==> config.mk <==
export PLATFORM = sky130hd
export DESIGN_NAME = cpu_run_controller
export DESIGN_NICKNAME = d
export VERILOG_FILES = /design/src/rtl/cpu_ctrl_pkg.sv /design/src/rtl/cpu_run_controller_byte_word_assembler.sv /design/src/rtl/cpu_run_controller.sv
export SDC_FILE = /design/constraint.sdc
export NUM_CORES = 1
export LEC_CHECK = 0
export CORE_MARGIN = 2
export CORE_UTILIZATION = 42
export CTS_CLUSTER_DIAMETER = 40
export DETAILED_ROUTE_END_ITERATION = 10
export HOLD_SLACK_MARGIN = 0.06
export PLACE_DENSITY = 0.79
export RECOVER_POWER = 100
export SYNTH_ARGS = -nofsm -noshare
export SYNTH_HDL_FRONTEND = slang
export SYNTH_SLANG_ARGS = --single-unit
==> constraint.sdc <==
create_clock -name clk -period 1.47 [get_ports clk]
set_input_delay 0.147 -clock clk [delete_from_list [all_inputs] [get_ports clk]]
set_output_delay 0.147 -clock clk [all_outputs]
set_load 0.02 [all_outputs]
==> src/rtl/cpu_ctrl_pkg.sv <==
// Shared definitions for the CPU run controller: state encoding,
// host command codes and the halt opcode seen by the decode stage.
package cpu_ctrl_pkg;

  // Controller states, 3-bit encoding.
  typedef enum logic [2:0] {
    ST_IDLE  = 3'd0,
    ST_LOAD  = 3'd1,
    ST_WRITE = 3'd2,
    ST_FLUSH = 3'd3,
    ST_RUN   = 3'd4,
    ST_STEP  = 3'd5,
    ST_HALT  = 3'd6
  } state_t;

  // Host command codes on cmd_code.
  localparam logic [1:0] CMD_STOP = 2'b00;
  localparam logic [1:0] CMD_LOAD = 2'b01;
  localparam logic [1:0] CMD_RUN  = 2'b10;
  localparam logic [1:0] CMD_STEP = 2'b11;

  // Opcode the core decodes as halt; the core raises halt_req on it.
  localparam logic [6:0] HALT_OPCODE = 7'h00;

  // Width of a counter that indexes n items (at least 1 bit).
  function automatic int cnt_width(input int n);
    return (n > 1) ? $clog2(n) : 1;
  endfunction

endpackage

==> src/rtl/cpu_run_controller_byte_word_assembler.sv <==
// Byte-to-word assembler: shifts accepted bytes into a word buffer,
// little-endian (first byte lands in the low byte), and flags the
// byte that completes a word.
module byte_word_assembler
  import cpu_ctrl_pkg::*;
#(
  parameter int INS_WIDTH = 32
) (
  input  logic                 clk,
  input  logic                 rst,
  input  logic                 clear,
  input  logic                 byte_accept,
  input  logic [7:0]           byte_data,
  output logic [INS_WIDTH-1:0] word,
  output logic                 word_done
);

  localparam int NBYTES = INS_WIDTH / 8;
  localparam int CW     = cnt_width(NBYTES);
  localparam logic [CW-1:0] LAST = CW'(NBYTES - 1);

  logic [CW-1:0] byte_cnt;

  // The byte that fills the last slot completes the word.
  assign word_done = byte_accept && (byte_cnt == LAST);

  // Byte counter: cleared on load entry, wraps after the last slot.
  always_ff @(posedge clk or posedge rst) begin
    if (rst)
      byte_cnt <= '0;
    else if (clear)
      byte_cnt <= '0;
    else if (byte_accept)
      byte_cnt <= (byte_cnt == LAST) ? '0 : byte_cnt + 1'b1;
  end

  // Shift-in buffer: new bytes enter at the top and move down, so after
  // NBYTES bytes the first one sits in bits [7:0].
  generate
    if (NBYTES > 1) begin : g_shift
      always_ff @(posedge clk or posedge rst) begin
        if (rst)
          word <= '0;
        else if (clear)
          word <= '0;
        else if (byte_accept)
          word <= {byte_data, word[INS_WIDTH-1:8]};
      end
    end else begin : g_single
      always_ff @(posedge clk or posedge rst) begin
        if (rst)
          word <= '0;
        else if (clear)
          word <= '0;
        else if (byte_accept)
          word <= byte_data;
      end
    end
  endgenerate

endmodule

==> src/rtl/cpu_run_controller.sv <==
// CPU run controller: program load from a byte stream, run / stop /
// single-step / halt sequencing and pipeline enable/flush generation.
// Optional build macro CYCLE_COUNT_EN adds a saturating count of cycles
// with the pipeline enabled (cycle_count), cleared by reset and FLUSH.
module cpu_run_controller
  import cpu_ctrl_pkg::*;
#(
  parameter int ADD_WIDTH = 4,
  parameter int DEPTH     = 16,
  parameter int INS_WIDTH = 32
) (
  input  logic                 clk,
  input  logic                 rst,
  input  logic                 cmd_valid,
  input  logic [1:0]           cmd_code,
  output logic                 cmd_ready,
  input  logic                 byte_valid,
  input  logic [7:0]           byte_data,
  output logic                 byte_ready,
  input  logic                 halt_req,
  output logic                 pmem_wen,
  output logic [ADD_WIDTH-1:0] pmem_wadd,
  output logic [INS_WIDTH-1:0] pmem_wdata,
  output logic                 pipe_en,
  output logic                 pipe_flush,
`ifdef CYCLE_COUNT_EN
  output logic [15:0]          cycle_count,
`endif
  output logic                 halted
);

  localparam logic [ADD_WIDTH-1:0] LAST_ADD = ADD_WIDTH'(DEPTH - 1);

  state_t               state, state_nxt;
  logic [ADD_WIDTH-1:0] word_cnt;
  logic                 asm_clear;
  logic                 byte_accept;
  logic                 word_done;
  logic [INS_WIDTH-1:0] word_buf;

  assign byte_accept = byte_valid && byte_ready;
  assign pmem_wadd   = word_cnt;
  assign pmem_wdata  = word_buf;

  byte_word_assembler #(.INS_WIDTH(INS_WIDTH)) u_asm (
    .clk         (clk),
    .rst         (rst),
    .clear       (asm_clear),
    .byte_accept (byte_accept),
    .byte_data   (byte_data),
    .word        (word_buf),
    .word_done   (word_done)
  );

  // State register.
  always_ff @(posedge clk or posedge rst) begin
    if (rst) state <= ST_IDLE;
    else     state <= state_nxt;
  end

  // Next-state and Moore output decode. cmd_ready is held low while
  // reset is asserted so every output reads 0 during reset.
  always_comb begin
    state_nxt  = state;
    asm_clear  = 1'b0;
    cmd_ready  = 1'b0;
    byte_ready = 1'b0;
    pmem_wen   = 1'b0;
    pipe_en    = 1'b0;
    pipe_flush = 1'b0;
    halted     = 1'b0;
    unique case (state)
      ST_IDLE, ST_HALT: begin
        cmd_ready = !rst;
        halted    = (state == ST_HALT);
        if (cmd_valid) begin
          unique case (cmd_code)
            CMD_STOP: state_nxt = ST_IDLE;
            CMD_LOAD: begin
              state_nxt = ST_LOAD;
              asm_clear = 1'b1;
            end
            CMD_RUN:  state_nxt = ST_RUN;
            default:  state_nxt = ST_STEP;
          endcase
        end
      end
      ST_LOAD: begin
        byte_ready = 1'b1;
        if (word_done) state_nxt = ST_WRITE;
      end
      ST_WRITE: begin
        pmem_wen  = 1'b1;
        state_nxt = (word_cnt == LAST_ADD) ? ST_FLUSH : ST_LOAD;
      end
      ST_FLUSH: begin
        pipe_flush = 1'b1;
        state_nxt  = ST_IDLE;
      end
      ST_RUN: begin
        pipe_en   = 1'b1;
        cmd_ready = !rst;
        // Halt takes priority over a simultaneous STOP; other commands
        // are accepted and dropped.
        if (halt_req)
          state_nxt = ST_HALT;
        else if (cmd_valid && cmd_code == CMD_STOP)
          state_nxt = ST_IDLE;
      end
      ST_STEP: begin
        pipe_en   = 1'b1;
        state_nxt = halt_req ? ST_HALT : ST_IDLE;
      end
      default: state_nxt = ST_IDLE;
    endcase
  end

  // Word counter: cleared on load entry, advances per written word and
  // is forced back to 0 in FLUSH.
  always_ff @(posedge clk or posedge rst) begin
    if (rst)
      word_cnt <= '0;
    else if (asm_clear || state == ST_FLUSH)
      word_cnt <= '0;
    else if (state == ST_WRITE)
      word_cnt <= word_cnt + 1'b1;
  end

`ifdef CYCLE_COUNT_EN
  // Saturating count of pipeline-enabled cycles since the last load.
  always_ff @(posedge clk or posedge rst) begin
    if (rst)
      cycle_count <= '0;
    else if (state == ST_FLUSH)
      cycle_count <= '0;
    else if (pipe_en && cycle_count != 16'hFFFF)
      cycle_count <= cycle_count + 16'd1;
  end
`endif

endmodule

# Yosys cells after proc, flatten, opt, wreduce, memory -nomap -nowiden
# Index checks and enable logic that the tools add are counted.
[totals]
reg_bits = 41
input_bits = 15
out_inout_bits = 42
wordCells = 56
[op_classes]
n_addsub = 2
eq_ne = 13
n_mux = 24
n_reduce_logical = 13
[op_table]
columns = ["cell", "n"]
rows = [
  ["32-bit two-way mux", 2],
  ["3-bit two-way mux", 5],
  ["3-bit case mux with 5 select lines", 1],
  ["3-bit == test, second input constant", 3],
  ["1-bit two-way mux", 9],
  ["3-bit case mux with 3 select lines", 1],
  ["2-bit two-way mux", 4],
  ["4-bit two-way mux", 2],
  ["3-bit by 2-bit == test with 1-bit output, second input constant", 2],
  ["4-bit by 1-bit adder with 4-bit output, second input constant", 1],
  ["2-bit == test, second input constant", 2],
  ["4-bit == test, second input constant", 1],
  ["2-bit nonzero test", 2],
  ["2-bit OR reduction", 2],
  ["3-bit by 1-bit == test with 1-bit output, second input constant", 1],
  ["1-bit logical AND", 3],
  ["3-bit zero test", 1],
  ["3-bit != test, second input constant", 1],
  ["3-bit AND reduction", 1],
  ["3-bit OR reduction", 1],
  ["2-bit by 1-bit adder with 2-bit output, second input constant", 1],
  ["2-bit by 1-bit == test with 1-bit output, second input constant", 1],
  ["2-bit zero test", 1],
  ["2-bit by 1-bit != test with 1-bit output, second input constant", 1],
  ["other kinds (3)", 3],
]

# Logic depth before layout (Yosys ltp)
[logic_depth]
word_depth = 6
depth_mapped = 7
ltp_nobuf = 5

# Cells and area by module
# From an unflattened synthesis, not the netlist that was laid out.
[hier_totals]
hier_cells = 170
area_unflattened_um2 = 1980.6
[by_module_without_submodules]
columns = ["mod", "n_inst", "cells_per_inst", "area_per_inst_um2", "seq_area_each_um2"]
rows = [
  ["byte_word_assembler", 1, 113, 1431.4, 850.8],
  ["cpu_run_controller", 1, 57, 549.3, 175.2],
]

# Least setup slack after synthesis
# OpenSTA, ideal clock, no wires.
[synth_timing]
path_kind = "register to register"
start = "register state[2]"
end = "register state[1]"
setup_ps = 125
t_arrival_ps = 1363
t_required_ps = 1345
setup_slack_ps = -18
stages_incl_launch_ff = 6
n_path_buf = 1
period_less_slack_ps = 1488
cell_sequence = "dfrtp_1 buf_6 and2b_1 o311a_1 nor2_1 mux2_2"
[synth_between]
elab_chain_len = 6
word_cells_on_any_way = 15
classes_between = "eq/ne (8); mux (2); reduce/logical (5)"
[synth_rtl]
columns = ["element", "line_no", "rtl"]
rows = [
  ["start, declared", "cpu_run_controller.sv:34", "state_t state, state_nxt;"],
  ["start signal, assigned", "cpu_run_controller.sv:58", "else state <= state_nxt;"],
  ["3-bit by 1-bit == test with 1-bit output", "cpu_run_controller.sv:72", "unique case (state)"],
  ["1-bit two-way mux", "cpu_run_controller.sv:72", ""],
  ["1-bit logical AND", "cpu_run_controller.sv:41", "assign byte_accept = byte_valid && byte_ready;"],
  ["1-bit logical AND", "cpu_run_controller_byte_word_assembler.sv:25", "assign word_done = byte_accept && (byte_cnt == LAST);"],
  ["2-bit by 1-bit != test with 1-bit output (no line)", "-", ""],
  ["3-bit AND reduction (no line)", "-", ""],
]
# Parallel ways exist; a longest one is shown, timed or not.
# A chain may end at the register's enable or synchronous reset.

# Worst setup path after layout
[layout_timing]
start = "register state[1]"
end = "register state[1]"
# The elaborated chain is that of the path after synthesis.

==> key figures <==
Clocking
  • Clock buffer count from CTS: 5
  • Clk sinks: 41
  • H-tree Lvls: 2
  • Worst skew pair latency: 0.29 ns
  • CTS root buf: clkbuf_8
  • Worst-path clk slew: 0.08 ns
  • Cts hold-fix bufs: 0
  • TritonCTS clock tree: built
  • Max Buffers Root-to-Sink: 2

Min path
  • Hold Crit Class: in -> reg

Finish
  • Final nets: 312
  • Final Cell Area: 0.00305 mm^2
  • Share of layout cells above drive strength 1: 33.8%
  • Fin cells: 348
  • Diodes inserted: 0
  • Area delta synth->final: 58.8%

Power and ir drop
  • Pleak: 1.31 nW
  • VDD IR-drop max: 0.00103 V
  • PwrDens: 2200 mW/mm^2
  • Power consumption: 6.70 mW

Worst setup path
  • Critical Path End Type: flip-flop
  • Critical path arrival: 1.69 ns
  • Crit path kind: reg -> reg
  • Critical Path Fanout Max: 6
  • Setup crit start kind: flip-flop
  • Req. time, crit path: 1.65 ns

GRT
  • First-pass GRT wire length: around 7.4 mm
  • Vias in the first global route: 1,567
  • GRT Total Usage: a little under a fifth
  • Number of antenna violations at the first check in global routing: 0
  • Pin count of the biggest net entering global routing: 39
  • Grt ovf: 0

Route
  • WL per Instance: 17.0 um
  • Detail Route Antenna Nets: 0
  • Initial DRC Count: 133
  • Drt drc: 0
  • Routed WL: 5.92 mm
  • Detailed Routing Iterations Pass 1: 4
  • Vias: approximately 1,800
  • Vias per cell: 5.29

Status
  • Failing checks: setup timing
  • Status: finished with violations

Yosys
  • Yosys top cell area share: 53.4%
  • Top cells by area in the synthesized netlist: dfrtp_1 (53%), nand2_1 (14%), a21oi_1 (9.9%)
  • Syn Inst Count: approximately 210
  • Post-synth top cells: nand2_1 (73), dfrtp_1 (41), a21oi_1 (38)
  • Yosys reg bits: 41
  • Avg Cell Area, Syn: 9.06 um^2
  • Cell taking the most area after synthesis: dfrtp_1
  • Cell with the most instances after synthesis: nand2_1
  • Syn Std Cell Area: 0.00192 mm^2
  • Register area share after synthesis: 53.4%
  • Ys async rst share: 100%
  • Syn nets: 229
  • Yosys Warn Count: 0
  • Post-synth cell types: 36
  • EDFF count, synth: 0
  • Synth Flop Type: dfrtp_1

Timing
  • Final WS setup: -0.0434 ns
  • Crit share post-route: 103%
  • Worst Tran Pin Value: 0.542 ns
  • Slew Viols, Final: 0
  • Worst clock skew: about 0.0051 ns
  • Relative max-transition margin: 63.9%
  • RSZ-0062 raised after global routing: true
  • Hold WS: 0.398 ns
  • Final setup viols: 35
  • F_max: 661 MHz
  • Hold Fails Final Rpt: 0
  • Clock period minus worst slack: between 1.5 and 2 ns

Floorplanning
  • Initial Utilization: between 40% and 50%
  • Top Ports: between 50 and 60
  • Core area: 0.00438 mm^2
  • DIE WIDTH: 71.6 um
  • Row count: 24
  • Total die area: 0.00513 mm^2
  • Die height: around 72 um

Placement
  • Dpl ws: -0.209 ns
  • Area post-placement: 0.00267 mm^2
  • Gpl congestion: ~0.80
  • Dpl cells: 328
  • Final HPWL DP: 3.04 mm
  • I/O Buffers: 56

Flow run
  • Max-Cap Viols: 0
## registers in the layout, indices dropped and copies added, names as in the netlist
signal          count
u_asm.byte_cnt      2
u_asm.word         32
state               3
pmem_wadd           4
## per-layer routing
layer  vias up  wire length (um)  global-route usage [%]
met2        54              3020                    29.5
met3        11               232                    4.36
met1       907              2510                    23.4
met4         0               161                    8.18
met5         -                 0                       0
li1        870                 -                       -
## where the power goes
part,total [mW],internal [mW],switching (mW)
clock,0.936,0.554,0.382
sequential,2.12,1.63,0.494
combinational,3.64,1.72,1.92
total,6.70,3.90,2.79
## cells by family after synthesis
logic type	after synthesis	share of synthesized area, %
AOI/OAI and AO/OA	46	13.2
xor gates and xnor gates	2	0.912
adders and majority gates	2	1.30
buffers and inverters	18	5.86
DFF	41	53.4
muxes	2	1.11
and+or+nand+nor	101	24.2
## worst paths after layout
| check | endpoint | cells past startpoint | slack (ns) | startpoint |
|---|---|---|---|---|
| worst min register to register | u_asm.word[4]$_DFFE_PP0P_ | 2 | 0.53 | u_asm.word[4]$_DFFE_PP0P_ |
| min in group asynchronous | u_asm.word[11]$_DFFE_PP0P_ | 4 | 0.63 | rst |
| max in group asynchronous | u_asm.word[25]$_DFFE_PP0P_ | 4 | 0.45 | rst |
| worst max register to register | state[1]$_DFFE_PP0P_ | 5 | -0.04 | state[1]$_DFFE_PP0P_ |
| worst max-delay path | state[1]$_DFFE_PP0P_ | 5 | -0.04 | state[1]$_DFFE_PP0P_ |
| worst min-delay path | u_asm.word[29]$_DFFE_PP0P_ | 3 | 0.40 | byte_data[5] |
## repair_timing
action	in CTS	in global routing
resized for setup	36	65
pin swaps	1	6
gates cloned	0	8
endpoints found under the setup margin	48	60
setup buffers	3	1
## through the flow
| stage | TNS, ns | util [%] |
|---|---|---|
| after floorplan | 0 | - |
| after global placement | -1.01 | 60.8 |
| after detailed placement | -2.45 | 60.8 |
| after CTS | -0.0499 | 64.2 |
| after global routing | -2.03 | 69.6 |
| final | -0.693 | 69.6 |
## placed cells by master, fill, tap and decap left out, drive strengths merged, types with 2 or more instances in the layout
cell / n
nand3b: 2
nand2: 73
clkbuf: 32
o21ai: 2
and2: 2
nor3: 4
nor2: 6
inv: 3
dfrtp: 41
a21oi: 38
dlygate4sd2: 2
nand2b: 2
ha: 2
nand4: 2
nor2b: 3
clkdlybuf4s50: 30
buf: 33
## worst max-delay path: stages (launching register included)
cell	delay [ns]
dfrtp_2	0.48
buf_6	0.14
and2b_2	0.21
o311a_4	0.22
nor2_4	0.05
mux2_4	0.29
## layout make-up
type	instances	area, um^2
Clock buffer	7	86.3
Inverter	3	11.3
Multi-Input combinational cell	153	987
Fill cell	352	1330
Clock inverter	1	30.0
Tap cell	52	65.1
Sequential cell	41	1030
Timing Repair Buffer	91	841
(Power assumes the default switching activity.)
